$ cat config.mk
export PLATFORM = sky130hd
export DESIGN_NAME = uart_rx
export DESIGN_NICKNAME = d
export VERILOG_FILES = /design/src/rtl/uart_pkg.sv /design/src/rtl/uart_rx_sync.sv /design/src/rtl/uart_rx.sv
export SDC_FILE = /design/constraint.sdc
export NUM_CORES = 1
export LEC_CHECK = 0
export ABC_CLOCK_PERIOD_IN_PS = 3470
export CORE_ASPECT_RATIO = 0.8
export CORE_MARGIN = 2
export CORE_UTILIZATION = 40
export CTS_CLUSTER_DIAMETER = 200
export DETAILED_ROUTE_END_ITERATION = 8
export DONT_BUFFER_PORTS = 1
export SETUP_SLACK_MARGIN = 0.3
export SKIP_LAST_GASP = 1
export SLEW_MARGIN = 30
export SYNTH_ARGS = -nofsm -noshare
export SYNTH_HDL_FRONTEND = slang
export SYNTH_HIERARCHICAL = 1
export SYNTH_SLANG_ARGS = --single-unit
$ cat constraint.sdc
create_clock -name i_clk -period 3.47 [get_ports i_clk]
set_clock_uncertainty 0.1 [all_clocks]
set_input_delay 0.1735 -clock i_clk [delete_from_list [all_inputs] [get_ports i_clk]]
set_output_delay 0.1735 -clock i_clk [all_outputs]
set_load 0.1 [all_outputs]
$ cat src/rtl/uart_pkg.sv
// UART receiver shared definitions: FSM state encodings, default frame/oversampling
// parameters and the counter widths derived from them.
package uart_pkg;

  localparam int NB_DATA_DEF = 8;
  localparam int NB_OVS_DEF  = 16;
  localparam int SB_TICK_DEF = 16;

  function automatic int cnt_w(input int n);
    return (n <= 2) ? 1 : $clog2(n);
  endfunction

  localparam int TICK_W_DEF = cnt_w((NB_OVS_DEF > SB_TICK_DEF) ? NB_OVS_DEF : SB_TICK_DEF);
  localparam int BIT_W_DEF  = cnt_w(NB_DATA_DEF);

  typedef enum logic [2:0] {
    IDLE   = 3'd0,
    START  = 3'd1,
    DATA   = 3'd2,
    STOP   = 3'd3,
    PARITY = 3'd4
  } state_t;

endpackage

$ cat src/rtl/uart_rx_sync.sv
// Two-flop synchronizer for the idle-high serial line; 2-cycle latency, no backpressure.
// Both flops reset to 1 so a reset never fabricates a falling edge.
module uart_rx_sync (
  input  logic i_clk,
  input  logic i_reset,
  input  logic i_d,
  output logic o_q
);

  logic meta_q;
  logic sync_q;

  always_ff @(posedge i_clk) begin
    if (!i_reset) begin
      meta_q <= 1'b1;
      sync_q <= 1'b1;
    end else begin
      meta_q <= i_d;
      sync_q <= meta_q;
    end
  end

  assign o_q = sync_q;

endmodule

$ cat src/rtl/uart_rx.sv
// Oversampling UART receiver (8N1 default; UART_RX_PARITY_EN adds an even-parity bit and o_parity_err).
// Result pulses one cycle after the stop-bit sample; no backpressure, a consumer must take o_rx_data on o_rx_done.
module uart_rx
  import uart_pkg::*;
#(
  parameter int NB_DATA = NB_DATA_DEF,
  parameter int NB_OVS  = NB_OVS_DEF,
  parameter int SB_TICK = SB_TICK_DEF
) (
  input  logic               i_clk,
  input  logic               i_reset,
  input  logic               i_s_tick,
  input  logic               i_rx,
  output logic [NB_DATA-1:0] o_rx_data,
  output logic               o_rx_done,
`ifdef UART_RX_PARITY_EN
  output logic               o_parity_err,
`endif
  output logic               o_frame_err
);

  localparam int TW = cnt_w((NB_OVS > SB_TICK) ? NB_OVS : SB_TICK);
  localparam int BW = cnt_w(NB_DATA);

  localparam logic [TW-1:0] TICK_HALF = TW'(NB_OVS/2 - 1);
  localparam logic [TW-1:0] TICK_BIT  = TW'(NB_OVS - 1);
  localparam logic [TW-1:0] TICK_STOP = TW'(SB_TICK - 1);
  localparam logic [BW-1:0] BIT_LAST  = BW'(NB_DATA - 1);

  logic rx_s;

  state_t             state_q;
  logic [TW-1:0]      tick_q;
  logic [BW-1:0]      bit_q;
  logic [NB_DATA-1:0] shift_q;
  logic [NB_DATA-1:0] data_q;
  logic               done_q;
  logic               ferr_q;
`ifdef UART_RX_PARITY_EN
  logic               par_q;
  logic               perr_q;
`endif

  uart_rx_sync u_sync (
    .i_clk   (i_clk),
    .i_reset (i_reset),
    .i_d     (i_rx),
    .o_q     (rx_s)
  );

  always_ff @(posedge i_clk) begin
    if (!i_reset) begin
      state_q <= IDLE;
      tick_q  <= '0;
      bit_q   <= '0;
      shift_q <= '0;
      data_q  <= '0;
      done_q  <= 1'b0;
      ferr_q  <= 1'b0;
`ifdef UART_RX_PARITY_EN
      par_q   <= 1'b0;
      perr_q  <= 1'b0;
`endif
    end else begin
      done_q <= 1'b0;
      ferr_q <= 1'b0;
`ifdef UART_RX_PARITY_EN
      perr_q <= 1'b0;
`endif
      case (state_q)
        IDLE: begin
          if (!rx_s) begin
            state_q <= START;
            tick_q  <= '0;
          end
        end
        START: begin
          if (i_s_tick) begin
            // Mid-start-bit check rejects glitches shorter than half a bit.
            if (tick_q == TICK_HALF) begin
              if (!rx_s) begin
                state_q <= DATA;
                tick_q  <= '0;
                bit_q   <= '0;
              end else begin
                state_q <= IDLE;
              end
            end else begin
              tick_q <= tick_q + 1'b1;
            end
          end
        end
        DATA: begin
          if (i_s_tick) begin
            if (tick_q == TICK_BIT) begin
              tick_q  <= '0;
              shift_q <= {rx_s, shift_q[NB_DATA-1:1]};
              if (bit_q == BIT_LAST) begin
`ifdef UART_RX_PARITY_EN
                state_q <= PARITY;
`else
                state_q <= STOP;
`endif
              end else begin
                bit_q <= bit_q + 1'b1;
              end
            end else begin
              tick_q <= tick_q + 1'b1;
            end
          end
        end
`ifdef UART_RX_PARITY_EN
        PARITY: begin
          if (i_s_tick) begin
            if (tick_q == TICK_BIT) begin
              tick_q  <= '0;
              par_q   <= rx_s;
              state_q <= STOP;
            end else begin
              tick_q <= tick_q + 1'b1;
            end
          end
        end
`endif
        STOP: begin
          if (i_s_tick) begin
            if (tick_q == TICK_STOP) begin
              state_q <= IDLE;
              tick_q  <= '0;
              if (rx_s) begin
`ifdef UART_RX_PARITY_EN
                // A bad stop bit outranks parity; parity only gates a well-framed byte.
                if (par_q != ^shift_q) begin
                  perr_q <= 1'b1;
                end else begin
                  data_q <= shift_q;
                  done_q <= 1'b1;
                end
`else
                data_q <= shift_q;
                done_q <= 1'b1;
`endif
              end else begin
                ferr_q <= 1'b1;
              end
            end else begin
              tick_q <= tick_q + 1'b1;
            end
          end
        end
        default: state_q <= IDLE;
      endcase
    end
  end

  assign o_rx_data   = data_q;
  assign o_rx_done   = done_q;
  assign o_frame_err = ferr_q;
`ifdef UART_RX_PARITY_EN
  assign o_parity_err = perr_q;
`endif

endmodule

==> results.yml, run 1 <==
floorplanning:
  die_w_um: 66.28
  rows: 18
  dieArea_um2: 3568
  core_um2: 3018
  start_util: 0.4113
  die_h_um: 53.83
  num_io_pins: 14
route:
  ant_nets: 0
  drc_errors: 0
  route.met2.wl_um: 921
  top_signal_layer_used: "met4"
  wl_met3_um: 98
  wl_per_cell_um: 12.13
  vias: 908
  routed_via_density: 5.101
  drtIter0Drc: 22
  met1_length_um: 1125
  wl_um: 2159
  drt_pass1_iterations: 4
grt:
  antenna_found_initial: 0
  grt_pass1_wl_um: 3622
  grt_max_degree: 41
  grt_usage: 0.1385
  grt.overflow.total: 0
  grt_pass1_vias: 796
power:
  peakVddDrop_uv: 245.0
  cellPowerDensity_nw_per_um2: 453.2
  power_uw: 609.0
  leakage_nw: 0.4954
hold_path:
  worstHoldPathCells: 2
  min_from: "i_reset"
  hold-path-endpoint: "u_sync/meta_q$_SDFF_PN1_"
  min_path_type: "in -> reg"
yosys:
  synth_nets: 145
  ys_ff_latch: 29
  netlist_top_cells_area: "dfxtp_1 47%, mux2i_1 8.9%, nand2_1 5.7%"
  ys_warn_count: 6
  async_flop_share: 0
  ys.flop_type: "dfxtp_1"
  post_synth_instance_area_um2: 1241
  synth_edf_count: 0
  ys_seq_area_frac: 0.4677
  postSynthAreaPerCell_um2: 8.994
  yosys.area.top_type: "dfxtp_1"
  post-synth-top-count-cell: "dfxtp_1"
  ys_types: 31
  synth_common_cells: "29 x dfxtp_1, 19 x nand2_1, 12 x nand3_1, 11 x mux2i_1, 11 x o21ai_0"
  yosysTopAreaCellShare: 0.4677
  syn_inst: 138
critical_path:
  r2r-start: "tick_q[0]$_SDFFE_PN0P_"
  cp_data_required_time_ps: 3500
  reg2reg_depth: 4
  r2r_setup_slack_ps: 1620
  crit_type: "reg -> reg"
  arrival_ps: 1880
  r2r_end: "o_rx_data[2]$_SDFFE_PN0P_"
  critPathLaunchType: "flop"
  end_kind: "flop"
  cp_max_fo: 17
cts:
  cts_resized: 0
  cts-root-buf: "clkbuf_8"
  clkTransAtPathRegs_ps: 60
  cts_tree: "built"
  clockBufferDepth: 2
  clk-insertion-delay-late_ps: 270
  clock_sinks: 29
  cts_inserted_buffers: 5
  htree_levels: 2
  cts_setup_buffers: 0
timing:
  slew_headroom: 0.3417
  setup_viol: 0
  rsz0062_at_grt: "no"
  finalSetupTns_ps: 0
  hold_slack_ps: 56.05
  drv_slew: 0
  hold_viol: 0
  post-route-period-util: 0.5332
  period_minus_slack_ps: 1850
  max_freq_ghz: 0.5405
  worst_pin_slew_ps: 986.1
job:
  max_cap_viol_count: 0
finish:
  diodes: 0
  final_util: 0.4453
  final_nets: 144
  syn_to_final_growth_pct: 8.266
  drive_gt1_frac: 0.07971
placement:
  place_congestion: 0.7678
  dp_hpwl_um: 1418
  portBuffers: 0
status:
  status: "completed"
## cell type report
type / instances / area [µm²]
fillers: 304 / 1674
clock buffers: 6 / 72.57
repair buffers: 2 / 30.03
well taps: 40 / 50.05
clock inverters: 2 / 10.01
flip-flops and latches: 29 / 580.6
inverters: 1 / 3.754
multi-input cells: 98 / 596.8
## cell usage in the layout, fill, tap and decap left out, types with 2 or more instances in the layout
cell type and count:
a21oi_1 2, nand2b_1 2, nand3_1 12, nand2_1 19, clkinv_2 2, o22ai_1 3
clkbuf_8 5, and3_1 2, dfxtp_1 29, ha_1 3, nor2_1 8, mux2i_1 11
o21ai_0 11, and2_1 2, nor2b_1 9, a31oi_1 2
## what timing repair did
action | in CTS | in global routing
hold buffers | 2 | 0
endpoints found under the hold margin | 29 | 0
endpoints found under the setup margin | 0 | 0
## through the flow
| stage | std cells | setup slack (ps) | cell area (µm²) |
|---|---|---|---|
| floorplan | 138 | 1892 | 1241 |
| global placement | 168 | 1712 | 1231 |
| detailed placement | 168 | 1662 | 1231 |
| CTS | 178 | 1635 | 1344 |
| global route | 178 | 1443 | 1344 |
| finish | 178 | 1620 | 1344 |
## cells by family after synthesis
logic type | share of synthesized area
flops | 0.4677
xor+xnor | 0.007058
mux | 0.08871
compound gates | 0.1099
simple gates | 0.2450
buf+inv | 0.05140
fa+ha+maj | 0.03025
## registers in the layout, indices dropped and copies added (netlist names)
signal / flops
bit_q: 3
o_frame_err: 1
o_rx_data: 8
o_rx_done: 1
shift_q: 8
state_q: 2
tick_q: 4
u_sync/meta_q: 1
u_sync/o_q: 1
## worst max-delay path: stages (launching register included)
cell and delay (ps):
dfxtp_1 370, ha_1 230, and3_1 290, and4_1 550, o21ai_0 170
## how the worst max path moves through the flow
stage                                end  slack, ps  cells past startpoint                   start
2_1_floorplan    shift_q[0]$_SDFFE_PN0P_       1890                      6  tick_q[0]$_SDFFE_PN0P_
3_3_place_gp   o_rx_data[0]$_SDFFE_PN0P_       1710                      4  tick_q[0]$_SDFFE_PN0P_
3_5_place_dp   o_rx_data[0]$_SDFFE_PN0P_       1660                      4  tick_q[0]$_SDFFE_PN0P_
4_1_cts        o_rx_data[2]$_SDFFE_PN0P_       1640                      4  tick_q[0]$_SDFFE_PN0P_
5_1_grt        o_rx_data[2]$_SDFFE_PN0P_       1440                      5  tick_q[0]$_SDFFE_PN0P_
6_report       o_rx_data[2]$_SDFFE_PN0P_       1620                      4  tick_q[0]$_SDFFE_PN0P_
## power breakdown
part	total, mW	switching (mW)	internal [mW]
clock network	0.252	0.114	0.138
logic	0.0186	0.0104	0.00826
registers	0.338	0.00308	0.335
total	0.609	0.127	0.482
## metal layers
metal,up-vias,GRT usage
li1,473,-
met1,414,0.1863
met2,19,0.2017
met5,-,0
met4,0,0.05102
met3,2,0.05439
(Power assumes the default switching activity.)
==> run 2: changes to the inputs <==
--- a/config.mk
+++ b/config.mk
@@ -5,7 +5,7 @@
 export SDC_FILE = /design/constraint.sdc
 export NUM_CORES = 1
 export LEC_CHECK = 0
-export ABC_CLOCK_PERIOD_IN_PS = 3470
+export ABC_CLOCK_PERIOD_IN_PS = 1650
 export CORE_ASPECT_RATIO = 0.8
 export CORE_MARGIN = 2
 export CORE_UTILIZATION = 40
==> constraint.sdc (replaced) <==
create_clock -name i_clk -period 1.65 [get_ports i_clk]
set_clock_uncertainty 0.1 [all_clocks]
set_input_delay 0.0825 -clock i_clk [delete_from_list [all_inputs] [get_ports i_clk]]
set_output_delay 0.0825 -clock i_clk [all_outputs]
set_load 0.1 [all_outputs]
==> run 2 against run 1 <==
- die area unchanged
- highest routed layer unchanged
- clock power up 120%
- non-clock buffer count up 28
==> results.yml, run 2 (synthesis gave the netlist of run 1 again) <==
status:
  status: "completed"
route:
  routed_via_density: 5.161
  drtIter0Drc: 42
  met1_length_um: 1370
  wl_um: 2861
  wl_met3_um: 105
  vias: 1058
  ant_nets: 0
  wl_per_cell_um: 13.96
  route.met2.wl_um: 1356
  top_signal_layer_used: "met4"
  drt_pass1_iterations: 4
  drc_errors: 0
floorplanning:
  die_w_um: 66.28
  start_util: 0.4113
  dieArea_um2: 3568
  rows: 18
  core_um2: 3018
  num_io_pins: 14
  die_h_um: 53.83
finish:
  drive_gt1_frac: 0.4121
  final_util: 0.6007
  design_area_um2: 1813
  final_common_cell: "dfxtp_1"
  final_cell_mix: "22 x dfxtp_1, 21 x buf_4, 18 x nand2_1"
  final_nets: 172
  diodes: 0
  syn_to_final_growth_pct: 46.07
timing:
  drv_slew: 0
  max_freq_ghz: 0.6821
  slew_headroom: 0.8191
  setup_viol: 0
  finalSetupTns_ps: 0
  hold_viol: 0
  post-route-period-util: 0.8885
  period_minus_slack_ps: 1466
  rsz0062_at_grt: "yes"
  worst_pin_slew_ps: 271.0
placement:
  dp_hpwl_um: 1533
  portBuffers: 0
  place_area_um2: 1364
  place_congestion: 0.7148
hold_path:
  min_path_type: "in -> reg"
grt:
  grt_max_degree: 42
  grt.overflow.total: 0
  grt_usage: 0.1667
  antenna_found_initial: 0
  grt_pass1_wl_um: 4388
  grt_pass1_vias: 962
cts:
  cts-root-buf: "clkbuf_8"
  htree_levels: 2
  clock_sinks: 29
  clockBufferDepth: 2
  cts_tree: "built"
  cts_inserted_buffers: 5
  clk-insertion-delay-late_ps: 270
  clkTransAtPathRegs_ps: 60
critical_path:
  critPathMaxStageDelay_ps: 360
  r2r_setup_slack_ps: 180
  crit_chain: "ha_4 > and3_4 > and3_4 > mux2i_1 > nor2b_1"
  cp_data_required_time_ps: 1710
  crit_type: "reg -> reg"
  cp_max_fo: 8
  cp_slowest_cell: "dfxtp_4"
  end_kind: "flop"
  path_common_cell: "and3_4"
  critPathLaunchType: "flop"
  arrival_ps: 1520
power:
  power_mw: 1.339
  peakVddDrop_uv: 408.1
  cellPowerDensity_nw_per_um2: 738.8
  leakage_nw: 0.6891
job:
  max_cap_viol_count: 0
## run 2: cell count changes in the layout (fill, tap and decap cells not counted), sizes merged
cell / delta
buf: +23
dlygate4sd3: +3
clkinv: -2
clkbuf: +3
## run 2: final cells by class
cell class | instances | area [µm²]
clock buffer | 7 | 86.33
multi-input combinational | 98 | 774.5
inverter | 1 | 3.754
tap | 40 | 50.05
timing repair buffer | 30 | 299.0
sequential | 29 | 599.3
fill | 261 | 1205
## run 2: layer usage
metal  vias to the layer above  global-route usage
met5                         -                   0
met4                         0             0.06122
met3                         4             0.05649
met2                        19              0.2667
met1                       506              0.2111
li1                        529                   -
## run 2: worst paths after layout
check | from | to | cells past startpoint
max | tick_q[0]$_SDFFE_PN0P_ | shift_q[0]$_SDFFE_PN0P_ | 5
min | i_reset | state_q[1]$_SDFFE_PN0P_ | 2
max reg2reg | tick_q[0]$_SDFFE_PN0P_ | shift_q[0]$_SDFFE_PN0P_ | 5
min reg2reg | o_rx_data[5]$_SDFFE_PN0P_ | o_rx_data[5]$_SDFFE_PN0P_ | 2
## run 2: stage by stage
stage / instances / hold WS, ps / setup WS [ps]
3_3_place_gp: 180 / 62.06 / 118.2
4_1_cts: 201 / 19.53 / 212.2
6_report: 205 / 33.93 / 183.9
5_1_grt: 205 / 46.76 / 127.7
2_1_floorplan: 138 / 55.54 / 212.9
3_5_place_dp: 180 / 65.97 / 72.44
## run 2: report_power, final
group          switching (mW)  internal, mW  total (mW)
Combinational          0.0390        0.0327      0.0717
Sequential            0.00276         0.701       0.704
Clock                   0.234         0.330       0.564
## run 2: worst max-delay path: cells and delay by family, from the launching register on
family	cells	cell delay (ps)
flip-flops	1	360
adder cells (fa/ha/maj)	1	130
AND/OR/NAND/NOR	3	540
multiplexers	1	220
## run 2: timing repair
| action | 4_1_cts | 5_1_grt |
|---|---|---|
| gates resized for setup | 15 | 25 |
| gates cloned | 0 | 2 |
| setup endpoints to repair | 23 | 25 |
| hold buffers | 5 | 0 |
| buffers inserted | 9 | 2 |
| pin swaps | 8 | 6 |
| endpoints found under the hold margin | 29 | 0 |
